===== config.mk =====
export PLATFORM = sky130hd
export DESIGN_NAME = cnn_layer_sched
export DESIGN_NICKNAME = d
export VERILOG_FILES = /design/src/rtl/cnn_pkg.sv /design/src/rtl/cnn_port_mux.sv /design/src/rtl/cnn_layer_sched.sv
export SDC_FILE = /design/constraint.sdc
export NUM_CORES = 1
export LEC_CHECK = 0
export BUFFER_PORTS_ARGS = -buffer_cell sky130_fd_sc_hd__buf_4
export CAP_MARGIN = 15
export CORE_MARGIN = 4
export CORE_UTILIZATION = 43
export CTS_CLUSTER_DIAMETER = 30
export DETAILED_ROUTE_END_ITERATION = 6
export GPL_TIMING_DRIVEN = 1
export PLACE_DENSITY = 0.78
export SETUP_SLACK_MARGIN = 0.2
export SLEW_MARGIN = 20
export SYNTH_ARGS = -nofsm -noshare
export SYNTH_HDL_FRONTEND = slang
export SYNTH_SLANG_ARGS = --single-unit

===== constraint.sdc =====
create_clock -name clk -period 2.1 [get_ports clk]
set_input_delay 0.105 -clock clk [delete_from_list [all_inputs] [get_ports clk]]
set_output_delay 0.105 -clock clk [all_outputs]
set_load 0.005 [all_outputs]

===== src/rtl/cnn_pkg.sv =====
// Shared definitions for the CNN layer scheduler: FSM states, bank selects,
// engine indices and a small state-to-engine decode helper.
package cnn_pkg;

  typedef enum logic [2:0] {
    S_IDLE = 3'd0,
    S_L0K0 = 3'd1,
    S_L0K1 = 3'd2,
    S_L1K0 = 3'd3,
    S_L1K1 = 3'd4,
    S_L2   = 3'd5,
    S_FIN  = 3'd6
  } sched_state_t;

  // Layer-memory bank selects
  localparam logic [2:0] CSEL_IMG  = 3'd0;
  localparam logic [2:0] CSEL_L0K0 = 3'd1;
  localparam logic [2:0] CSEL_L0K1 = 3'd2;
  localparam logic [2:0] CSEL_L1K0 = 3'd3;
  localparam logic [2:0] CSEL_L1K1 = 3'd4;
  localparam logic [2:0] CSEL_L2   = 3'd5;

  // Engine indices (bit positions in eng_start / eng_done)
  localparam int ENG_L0 = 0;
  localparam int ENG_L1 = 1;
  localparam int ENG_L2 = 2;

  // One-hot mask of the engine that owns the given state (zero outside a pass)
  function automatic logic [2:0] eng_onehot(input sched_state_t s);
    case (s)
      S_L0K0, S_L0K1: return 3'b001 << ENG_L0;
      S_L1K0, S_L1K1: return 3'b001 << ENG_L1;
      S_L2:           return 3'b001 << ENG_L2;
      default:        return 3'b000;
    endcase
  endfunction

endpackage


===== src/rtl/cnn_port_mux.sv =====
// Shared layer-memory port mux: forwards only the active engine's requests,
// derives the bank select, and flags requests that must be dropped.
module cnn_port_mux
  import cnn_pkg::*;
#(
  parameter int ADDR_W = 12,
  parameter int DATA_W = 20
) (
  input  sched_state_t      state,
  input  logic              e0_cwr,
  input  logic              e0_crd,
  input  logic [ADDR_W-1:0] e0_caddr_wr,
  input  logic [ADDR_W-1:0] e0_caddr_rd,
  input  logic [DATA_W-1:0] e0_cdata_wr,
  input  logic              e1_cwr,
  input  logic              e1_crd,
  input  logic [ADDR_W-1:0] e1_caddr_wr,
  input  logic [ADDR_W-1:0] e1_caddr_rd,
  input  logic [DATA_W-1:0] e1_cdata_wr,
  input  logic              e2_cwr,
  input  logic              e2_crd,
  input  logic [ADDR_W-1:0] e2_caddr_wr,
  input  logic [ADDR_W-1:0] e2_caddr_rd,
  input  logic [DATA_W-1:0] e2_cdata_wr,
  input  logic              e2_rbank,
  output logic              cwr,
  output logic              crd,
  output logic [ADDR_W-1:0] caddr_wr,
  output logic [ADDR_W-1:0] caddr_rd,
  output logic [DATA_W-1:0] cdata_wr,
  output logic [2:0]        csel,
  output logic              req_err
);

  logic              act_wr;
  logic              act_rd;
  logic [ADDR_W-1:0] act_aw;
  logic [ADDR_W-1:0] act_ar;
  logic [DATA_W-1:0] act_d;
  logic              other_req;
  logic [2:0]        wr_bank;
  logic [2:0]        rd_bank;

  // Select the active engine's request set and its bank pair from the state
  always_comb begin
    act_wr    = 1'b0;
    act_rd    = 1'b0;
    act_aw    = '0;
    act_ar    = '0;
    act_d     = '0;
    other_req = 1'b0;
    wr_bank   = CSEL_IMG;
    rd_bank   = CSEL_IMG;
    case (state)
      S_L0K0, S_L0K1: begin
        act_wr    = e0_cwr;
        act_rd    = e0_crd;
        act_aw    = e0_caddr_wr;
        act_ar    = e0_caddr_rd;
        act_d     = e0_cdata_wr;
        other_req = e1_cwr | e1_crd | e2_cwr | e2_crd;
        wr_bank   = (state == S_L0K0) ? CSEL_L0K0 : CSEL_L0K1;
        rd_bank   = CSEL_IMG;
      end
      S_L1K0, S_L1K1: begin
        act_wr    = e1_cwr;
        act_rd    = e1_crd;
        act_aw    = e1_caddr_wr;
        act_ar    = e1_caddr_rd;
        act_d     = e1_cdata_wr;
        other_req = e0_cwr | e0_crd | e2_cwr | e2_crd;
        wr_bank   = (state == S_L1K0) ? CSEL_L1K0 : CSEL_L1K1;
        rd_bank   = (state == S_L1K0) ? CSEL_L0K0 : CSEL_L0K1;
      end
      S_L2: begin
        act_wr    = e2_cwr;
        act_rd    = e2_crd;
        act_aw    = e2_caddr_wr;
        act_ar    = e2_caddr_rd;
        act_d     = e2_cdata_wr;
        other_req = e0_cwr | e0_crd | e1_cwr | e1_crd;
        wr_bank   = CSEL_L2;
        rd_bank   = e2_rbank ? CSEL_L1K1 : CSEL_L1K0;
      end
      default: ;
    endcase
  end

  // Drive the shared port; a write suppresses a simultaneous read
  always_comb begin
    cwr      = act_wr;
    crd      = act_rd & ~act_wr;
    caddr_wr = act_aw;
    caddr_rd = act_ar;
    cdata_wr = act_d;
    if (act_wr)      csel = wr_bank;
    else if (act_rd) csel = rd_bank;
    else             csel = CSEL_IMG;
    req_err  = other_req | (act_wr & act_rd);
  end

endmodule


===== src/rtl/cnn_layer_sched.sv =====
// CNN layer sequencer: runs L0K0, L0K1, L1K0, L1K1, L2 in order with
// start/done handshakes, owns the shared layer-memory port, and aborts a
// pass that runs past the watchdog limit.
// Engine handshake: eng_start[x] is a one-cycle pulse on pass entry; the
// pass completes on the first eng_done[x] pulse at least one cycle later.
module cnn_layer_sched
  import cnn_pkg::*;
#(
  parameter logic [31:0] WDOG_CYC = 32'd200000,
  parameter int          ADDR_W   = 12,
  parameter int          DATA_W   = 20
) (
  input  logic              clk,
  input  logic              reset,
  input  logic              ready,
  output logic              busy,
  output logic              err,
  output logic [2:0]        eng_start,
  output logic              eng_ksel,
  input  logic [2:0]        eng_done,
  input  logic              e0_cwr,
  input  logic              e0_crd,
  input  logic [ADDR_W-1:0] e0_caddr_wr,
  input  logic [ADDR_W-1:0] e0_caddr_rd,
  input  logic [DATA_W-1:0] e0_cdata_wr,
  input  logic              e1_cwr,
  input  logic              e1_crd,
  input  logic [ADDR_W-1:0] e1_caddr_wr,
  input  logic [ADDR_W-1:0] e1_caddr_rd,
  input  logic [DATA_W-1:0] e1_cdata_wr,
  input  logic              e2_cwr,
  input  logic              e2_crd,
  input  logic [ADDR_W-1:0] e2_caddr_wr,
  input  logic [ADDR_W-1:0] e2_caddr_rd,
  input  logic [DATA_W-1:0] e2_cdata_wr,
  input  logic              e2_rbank,
  output logic              cwr,
  output logic              crd,
  output logic [ADDR_W-1:0] caddr_wr,
  output logic [ADDR_W-1:0] caddr_rd,
  output logic [DATA_W-1:0] cdata_wr,
  output logic [2:0]        csel,
  output logic [2:0]        dbg_state
);

  sched_state_t state;
  logic [31:0]  wdog;
  logic [2:0]   act_oh;
  logic         act_done;
  logic         stray_done;
  logic         req_err;

  // Done decode against the engine owning the current pass
  always_comb begin
    act_oh     = eng_onehot(state);
    act_done   = |(eng_done & act_oh);
    stray_done = |(eng_done & ~act_oh);
    dbg_state  = state;
  end

  cnn_port_mux #(
    .ADDR_W (ADDR_W),
    .DATA_W (DATA_W)
  ) u_port_mux (
    .state       (state),
    .e0_cwr      (e0_cwr),
    .e0_crd      (e0_crd),
    .e0_caddr_wr (e0_caddr_wr),
    .e0_caddr_rd (e0_caddr_rd),
    .e0_cdata_wr (e0_cdata_wr),
    .e1_cwr      (e1_cwr),
    .e1_crd      (e1_crd),
    .e1_caddr_wr (e1_caddr_wr),
    .e1_caddr_rd (e1_caddr_rd),
    .e1_cdata_wr (e1_cdata_wr),
    .e2_cwr      (e2_cwr),
    .e2_crd      (e2_crd),
    .e2_caddr_wr (e2_caddr_wr),
    .e2_caddr_rd (e2_caddr_rd),
    .e2_cdata_wr (e2_cdata_wr),
    .e2_rbank    (e2_rbank),
    .cwr         (cwr),
    .crd         (crd),
    .caddr_wr    (caddr_wr),
    .caddr_rd    (caddr_rd),
    .cdata_wr    (cdata_wr),
    .csel        (csel),
    .req_err     (req_err)
  );

  // Pass sequencer with watchdog, busy and sticky error
  always_ff @(posedge clk or posedge reset) begin
    if (reset) begin
      state     <= S_IDLE;
      busy      <= 1'b0;
      err       <= 1'b0;
      eng_start <= 3'b000;
      eng_ksel  <= 1'b0;
      wdog      <= 32'd0;
    end else begin
      eng_start <= 3'b000;
      case (state)
        S_IDLE: begin
          if (ready) begin
            state     <= S_L0K0;
            busy      <= 1'b1;
            err       <= 1'b0;
            eng_start <= 3'b001;
            eng_ksel  <= 1'b0;
            wdog      <= 32'd0;
          end
        end
        S_FIN: begin
          state <= S_IDLE;
          busy  <= 1'b0;
        end
        default: begin
          if (req_err || stray_done) err <= 1'b1;
          // wdog is zero only in the start cycle, where done is ignored
          if (act_done && (wdog != 32'd0)) begin
            wdog <= 32'd0;
            case (state)
              S_L0K0: begin state <= S_L0K1; eng_start <= 3'b001; eng_ksel <= 1'b1; end
              S_L0K1: begin state <= S_L1K0; eng_start <= 3'b010; eng_ksel <= 1'b0; end
              S_L1K0: begin state <= S_L1K1; eng_start <= 3'b010; eng_ksel <= 1'b1; end
              S_L1K1: begin state <= S_L2;   eng_start <= 3'b100; eng_ksel <= 1'b0; end
              default: begin state <= S_FIN; eng_ksel <= 1'b0; end
            endcase
          end else if (wdog == (WDOG_CYC - 32'd1)) begin
            err      <= 1'b1;
            state    <= S_FIN;
            eng_ksel <= 1'b0;
            wdog     <= 32'd0;
          end else begin
            wdog <= wdog + 32'd1;
          end
        end
      endcase
    end
  end

endmodule


## Word-level counts from Yosys, hierarchy flattened

Cells that the tools add are included.

- Bits in registers: 41
- Input port bits: 145
- Output and inout bits: 58
- Word-level logic and storage cells: 87

- Add/sub/neg operators: 1
- Eq/ne operators: 8
- Multiplexer cells: 39
- Bitwise operators: 16
- Reduce and logical (&&, ||, !) cells: 17

Operators by type and width:

| operator | count |
|---|---|
| 2-to-1 mux 32 bit | 3 |
| one-hot mux 12 bit (3 select lines) | 2 |
| one-hot mux 32 bit (2 select lines) | 1 |
| one-hot mux 20 bit (3 select lines) | 1 |
| adder 32 x 1 -> 32 bit, second input constant | 1 |
| equality test 32 x 18 -> 1 bit, second input constant | 1 |
| nonzero test 32 bit | 1 |
| one-hot mux 3 bit (3 select lines) | 3 |
| 2-to-1 mux 3 bit | 8 |
| one-hot mux 3 bit (2 select lines) | 3 |
| one-hot mux 3 bit (4 select lines) | 1 |
| equality test 3 bit, second input constant | 3 |
| 2-to-1 mux 1 bit | 9 |
| bitwise OR 1 bit | 9 |
| one-hot mux 1 bit (3 select lines) | 3 |
| OR reduction 2 bit | 4 |
| bitwise AND 3 bit | 2 |
| equality test 3 x 2 -> 1 bit, second input constant | 2 |
| one-hot mux 1 bit (2 select lines) | 3 |
| AND reduction 2 bit | 3 |
| OR reduction 3 bit | 2 |
| 2-to-1 mux 2 bit | 2 |
| nonzero test 4 bit | 1 |
| equality test 3 x 1 -> 1 bit, second input constant | 1 |
| 10 further kinds | 12 |

## Depth between registers and ports, before layout

- Depth in word-level cells: 11
- Depth in mapped cells: 10

## Hierarchy

A second synthesis with hierarchy kept.

- Cell total of the unflattened synthesis: 504
- Area total of the unflattened synthesis: 4245.3 µm²

By module, submodules not included:

| module | times used | cells an instance | area each (µm²) |
|---|---|---|---|
| cnn_layer_sched | 1 | 256 | 2283.4 |
| cnn_port_mux | 1 | 248 | 1961.9 |

## Worst setup path after synthesis

No wires, ideal clock.

- Path type: reg2reg
- From: reg wdog[0]
- To: reg wdog[3]
- Library setup time: 0.119 ns
- Data arrival time: 2.122 ns
- Slack: -0.140 ns
- Stages on the path, launching flop included: 10
- Buffers on the path: 2
- Path through: dfrtp_1 -> ha_1 -> nand3_2 -> or4_1 -> or3_1 -> o211ai_2 -> and2_1 -> buf_6 -> buf_12 -> nor2_1

- Longest elaborated chain between the ends: 4

Ends and longest elaborated chain:

| item | line | source |
|---|---|---|
| start, declared | cnn_layer_sched.sv:47 | `logic [31:0] wdog;` |
| start signal, assigned | cnn_layer_sched.sv:135 | `wdog <= wdog + 32'd1;` |
| adder 32 x 1 -> 32 bit (tied with other cells) | cnn_layer_sched.sv:135 |  |
| 2-to-1 mux 32 bit / logical AND 1 bit (equally long branches) | cnn_layer_sched.sv:129, cnn_layer_sched.sv:120 |  |
| 2-to-1 mux 32 bit (*) | cnn_layer_sched.sv:120 | `if (act_done && (wdog != 32'd0)) begin` |
| one-hot mux 32 bit (2 select lines) (*) | cnn_layer_sched.sv:102 | `case (state)` |

Mark *: on every way between the ends. The rest lies on a longest branch, timed or not.
A chain may end at the register's enable or synchronous reset.

## Worst setup path in the final report

- From: reg state[0], in the netlist dbg_state[0]
- To: out csel[2]

- Longest elaborated chain between the ends: 5

Ends and longest elaborated chain:

| item | line | source |
|---|---|---|
| start, declared | cnn_layer_sched.sv:46 | `sched_state_t state;` |
| start signal, assigned | cnn_layer_sched.sv:94 | `state <= S_IDLE;` |
| start signal, assigned | cnn_layer_sched.sv:105 | `state <= S_L0K0;` |
| start signal, assigned | cnn_layer_sched.sv:114 | `state <= S_IDLE;` |
| equality test 3 bit (tied with other cells) | cnn_port_mux.sv:54 | `case (state)` |
| OR reduction 2 bit | cnn_port_mux.sv:54 |  |
| one-hot mux 1 bit (3 select lines) / one-hot mux 3 bit (2 select lines) (equally long branches) | cnn_port_mux.sv:54 |  |
| 2-to-1 mux 3 bit | cnn_port_mux.sv:97 | `else if (act_rd) csel = rd_bank;` |
| 2-to-1 mux 3 bit (*) | cnn_port_mux.sv:96 | `if (act_wr) csel = wr_bank;` |
| end, declared | cnn_layer_sched.sv:42 | `output logic [2:0] csel,` |

Marks and branches as above.

==> impl_metrics.py <==
metrics = {
    "critical_path": {
        "r2r_slack_ps": -150,
        "cp_slowest_cell": "dfrtp_4",
        "crit_buf_inv": 3,
        "arrival_ps": 2260,
        "slowest_delay_ps": 540,
        "r2r_end": "wdog[3]",
        "crit_family": "compound AO/OA/AOI/OAI gates",
        "cp.required_ps": 2000,
        "r2r_cells": 8,
        "r2r-start": "wdog[1]",
        "worstSetupPathType": "register to output port",
        "end_kind": "output port",
        "start_kind": "register",
        "worstPathMaxFanout": 5,
        "crit_path_cell_trace": "buf_12, buf_16, mux2i_1, o22ai_1, a31o_4, a31oi_1, nor2_1, buf_4",
    },
    "synthesis": {
        "synthCells": 514,
        "synth_area_mm2": 0.00415,
        "yosysTopAreaCell": "dfrtp_1",
        "ys.flop_type": "dfrtp_1",
        "ys_seq_area_share_pct": 24.7,
        "synth.net_count": 661,
        "synth_commonest_cells": "mux2i_1, nor2_1, o22ai_1",
        "ys_types": 53,
        "netlist.area_leader.share_pct": 24.7,
        "synth_most_common_cell": "mux2i_1",
        "synth_edf_count": 0,
        "avgSynthCellArea_um2": 8.08,
        "synthTopCellsByArea": "dfrtp_1, mux2i_1, o22ai_1, nor2_1, mux2_2",
        "synthArstFlopShare_pct": 100,
        "ys_ff_latch": 41,
        "ys_warn_count": 0,
    },
    "detailed_routing": {
        "via_per_inst": 6.37,
        "num_vias": 5818,
        "ant_nets": 0,
        "drcViolationCount": 0,
        "routed_wl_mm": 21.6,
        "avgRoutedWirePerCell_um": 23.6,
        "drt-pass1-iter-count": 5,
        "drt_iter0_markers": 686,
    },
    "run_status": {
        "violations": "setup timing",
        "outcome": "finished with violations",
    },
    "sta": {
        "worst_slack_ps": -267,
        "fmax_ghz": 0.422,
        "worstMarginPinSlew_ps": 538,
        "setup_violations": 52,
        "min_period_over_period_pct": 113,
        "relSlewSlack_pct": 64.2,
        "worst_clock_skew_ps": 15.6,
        "period_needed_ps": 2370,
        "hold_viol": 0,
        "slew_violations": 0,
        "grt_setup_unrepaired": "yes",
    },
    "place": {
        "io_buffers": 202,
        "post-dp-hpwl_mm": 11.6,
        "place_ws_ps": -163,
        "gp_congestion": 0.901,
    },
    "power_and_ir_drop": {
        "p_int_mw": 5.64,
        "power_mw": 10.3,
        "swShare_pct": 45.0,
        "p_seq_share_pct": 10.1,
        "combPwrFrac_pct": 84.5,
        "powerDensity_mw_per_mm2": 1360,
        "clkPwrFrac_pct": 5.4,
        "irDropWorstVdd_uv": 823,
        "netSwitchingPower_mw": 4.62,
        "leakage_nw": 3.65,
    },
    "finish": {
        "fin_nets": 930,
        "area_delta_synth_final_pct": 81.3,
        "num_antenna_cells": 0,
        "drive_gt1_share_pct": 54.8,
    },
    "global_routing": {
        "grt_usage_pct": 29.1,
        "grt_overflow": 0,
        "antenna_found_initial": 1,
        "grt_pass1_wl_mm": 26.9,
        "grt_pass1_vias": 5389,
        "grt_max_degree": 48,
    },
    "clock_network": {
        "clkSinkCount": 41,
        "cts.clk_slew.worst_paths_ps": 90,
        "cts_buffer_depth": 2,
        "numCtsBuffers": 5,
        "clock_latency_ps": 310,
        "cts_root_buf": "clkbuf_8",
        "htree_levels": 2,
        "cts_tree": "done",
    },
    "floorplan": {
        "die-height_um": 106,
        "ioPinCount": 203,
        "rows": 35,
        "core_area_mm2": 0.00933,
        "fp.dieW_um": 106,
        "dieArea_mm2": 0.0113,
        "initial_core_util_pct": 44.5,
    },
    "worst_hold_path": {
        "min_to": "eng_start[0]",
        "min_from": "ready",
        "hold_path_depth": 3,
        "hold_path.class": "input pin to register",
    },
    "flow_run": {
        "drv_cap": 0,
    },
}
## per-stage QoR
step	hold slack (ps)	std cells	area (um^2)	TNS (ps)	utilization, %
floorplan	298	514	4160	-2360	-
global placement	271	851	6010	-2360	64.5
detailed placement	284	851	6010	-4090	64.5
CTS	131	889	6880	-1530	73.8
global route	235	913	7530	-7900	80.7
finish	257	913	7530	-5420	80.7
## how the worst max path moves through the flow
stage	from	endpoint	slack (ps)	cells after the start
after detailed placement	wdog[0]	wdog[30]	-160	8
after global routing	dbg_state[0]	csel[1]	-300	9
after global placement	wdog[0]	wdog[9]	-90	8
after floorplan	wdog[0]	wdog[3]	-110	9
after CTS	wdog[0]	wdog[28]	-80	8
final	dbg_state[0]	csel[2]	-270	8
## layer usage
| layer | part of all wire, % | GRT usage (%) | vias to the layer above |
|---|---|---|---|
| li1 | - | - | 2455 |
| met4 | 7.7 | 13.3 | 2 |
| met1 | 33 | 32.9 | 2743 |
| met5 | 0.060 | 0 | - |
| met3 | 9.3 | 6.07 | 155 |
| met2 | 50 | 52.3 | 463 |
## power by group through the flow
stage          Combinational (mW)  Sequential (mW)  Clock [mW]
6_report                     8.67             1.03       0.553
5_1_grt                      8.96             1.04       0.589
4_1_cts                      6.87             1.03       0.544
3_5_place_dp                 5.23             1.05           0
3_3_place_gp                 5.08             1.04           0
2_1_floorplan                3.21            0.997           0
## layout by cell type (no fill, tap or decap), drive strengths merged, types with 13 or more instances in the layout
master / n
a21oi: 34
a22oi: 20
buf: 296
dfrtp: 41
inv: 15
mux2: 19
mux2i: 76
nand2: 27
nor2: 66
o22ai: 48
xnor2: 13
## what timing repair did
action | CTS | global route
gates resized for setup | 88 | 90
setup buffers | 19 | 18
gates cloned | 10 | 6
endpoints found under the setup margin | 89 | 89
hold buffers | 1 | 0
hold endpoints to repair | 41 | 0
pin swaps | 51 | 59
## layout make-up
class / instances / area [um^2]
Multi-Input combinational cell: 420 / 3440
Clock buffer: 5 / 68.8
Fill cell: 496 / 1800
Sequential cell: 41 / 1030
Timing Repair Buffer: 301 / 2750
Tap cell: 129 / 161
Inverter: 14 / 55.1
Clock inverter: 3 / 21.3
## worst register-to-register path, stage by stage, from the launching register on
cell	delay, ps
dfrtp_1	380
ha_2	210
nand3_2	90
or4_4	500
or3_4	370
o211ai_4	100
and2_4	260
buf_12	170
nor2_1	50
## kinds of logic (layout without fill, tap and decap cells)
group,after synthesis,in the layout,synth area share (%)
compound gates,136,136,21.0
xor+xnor,25,25,5.27
fa+ha+maj,2,2,0.602
buf+inv,53,323,6.02
flops,41,41,24.7
mux,95,95,23.5
simple gates,162,162,18.9
## registers in the layout, indices dropped and copies added, names as in the netlist
| register | count |
|---|---|
| wdog | 32 |
| dbg_state | 3 |
| eng_start | 3 |
| err | 1 |
| eng_ksel | 1 |
| busy | 1 |
Note: power is estimated with default switching activity, not from simulation.
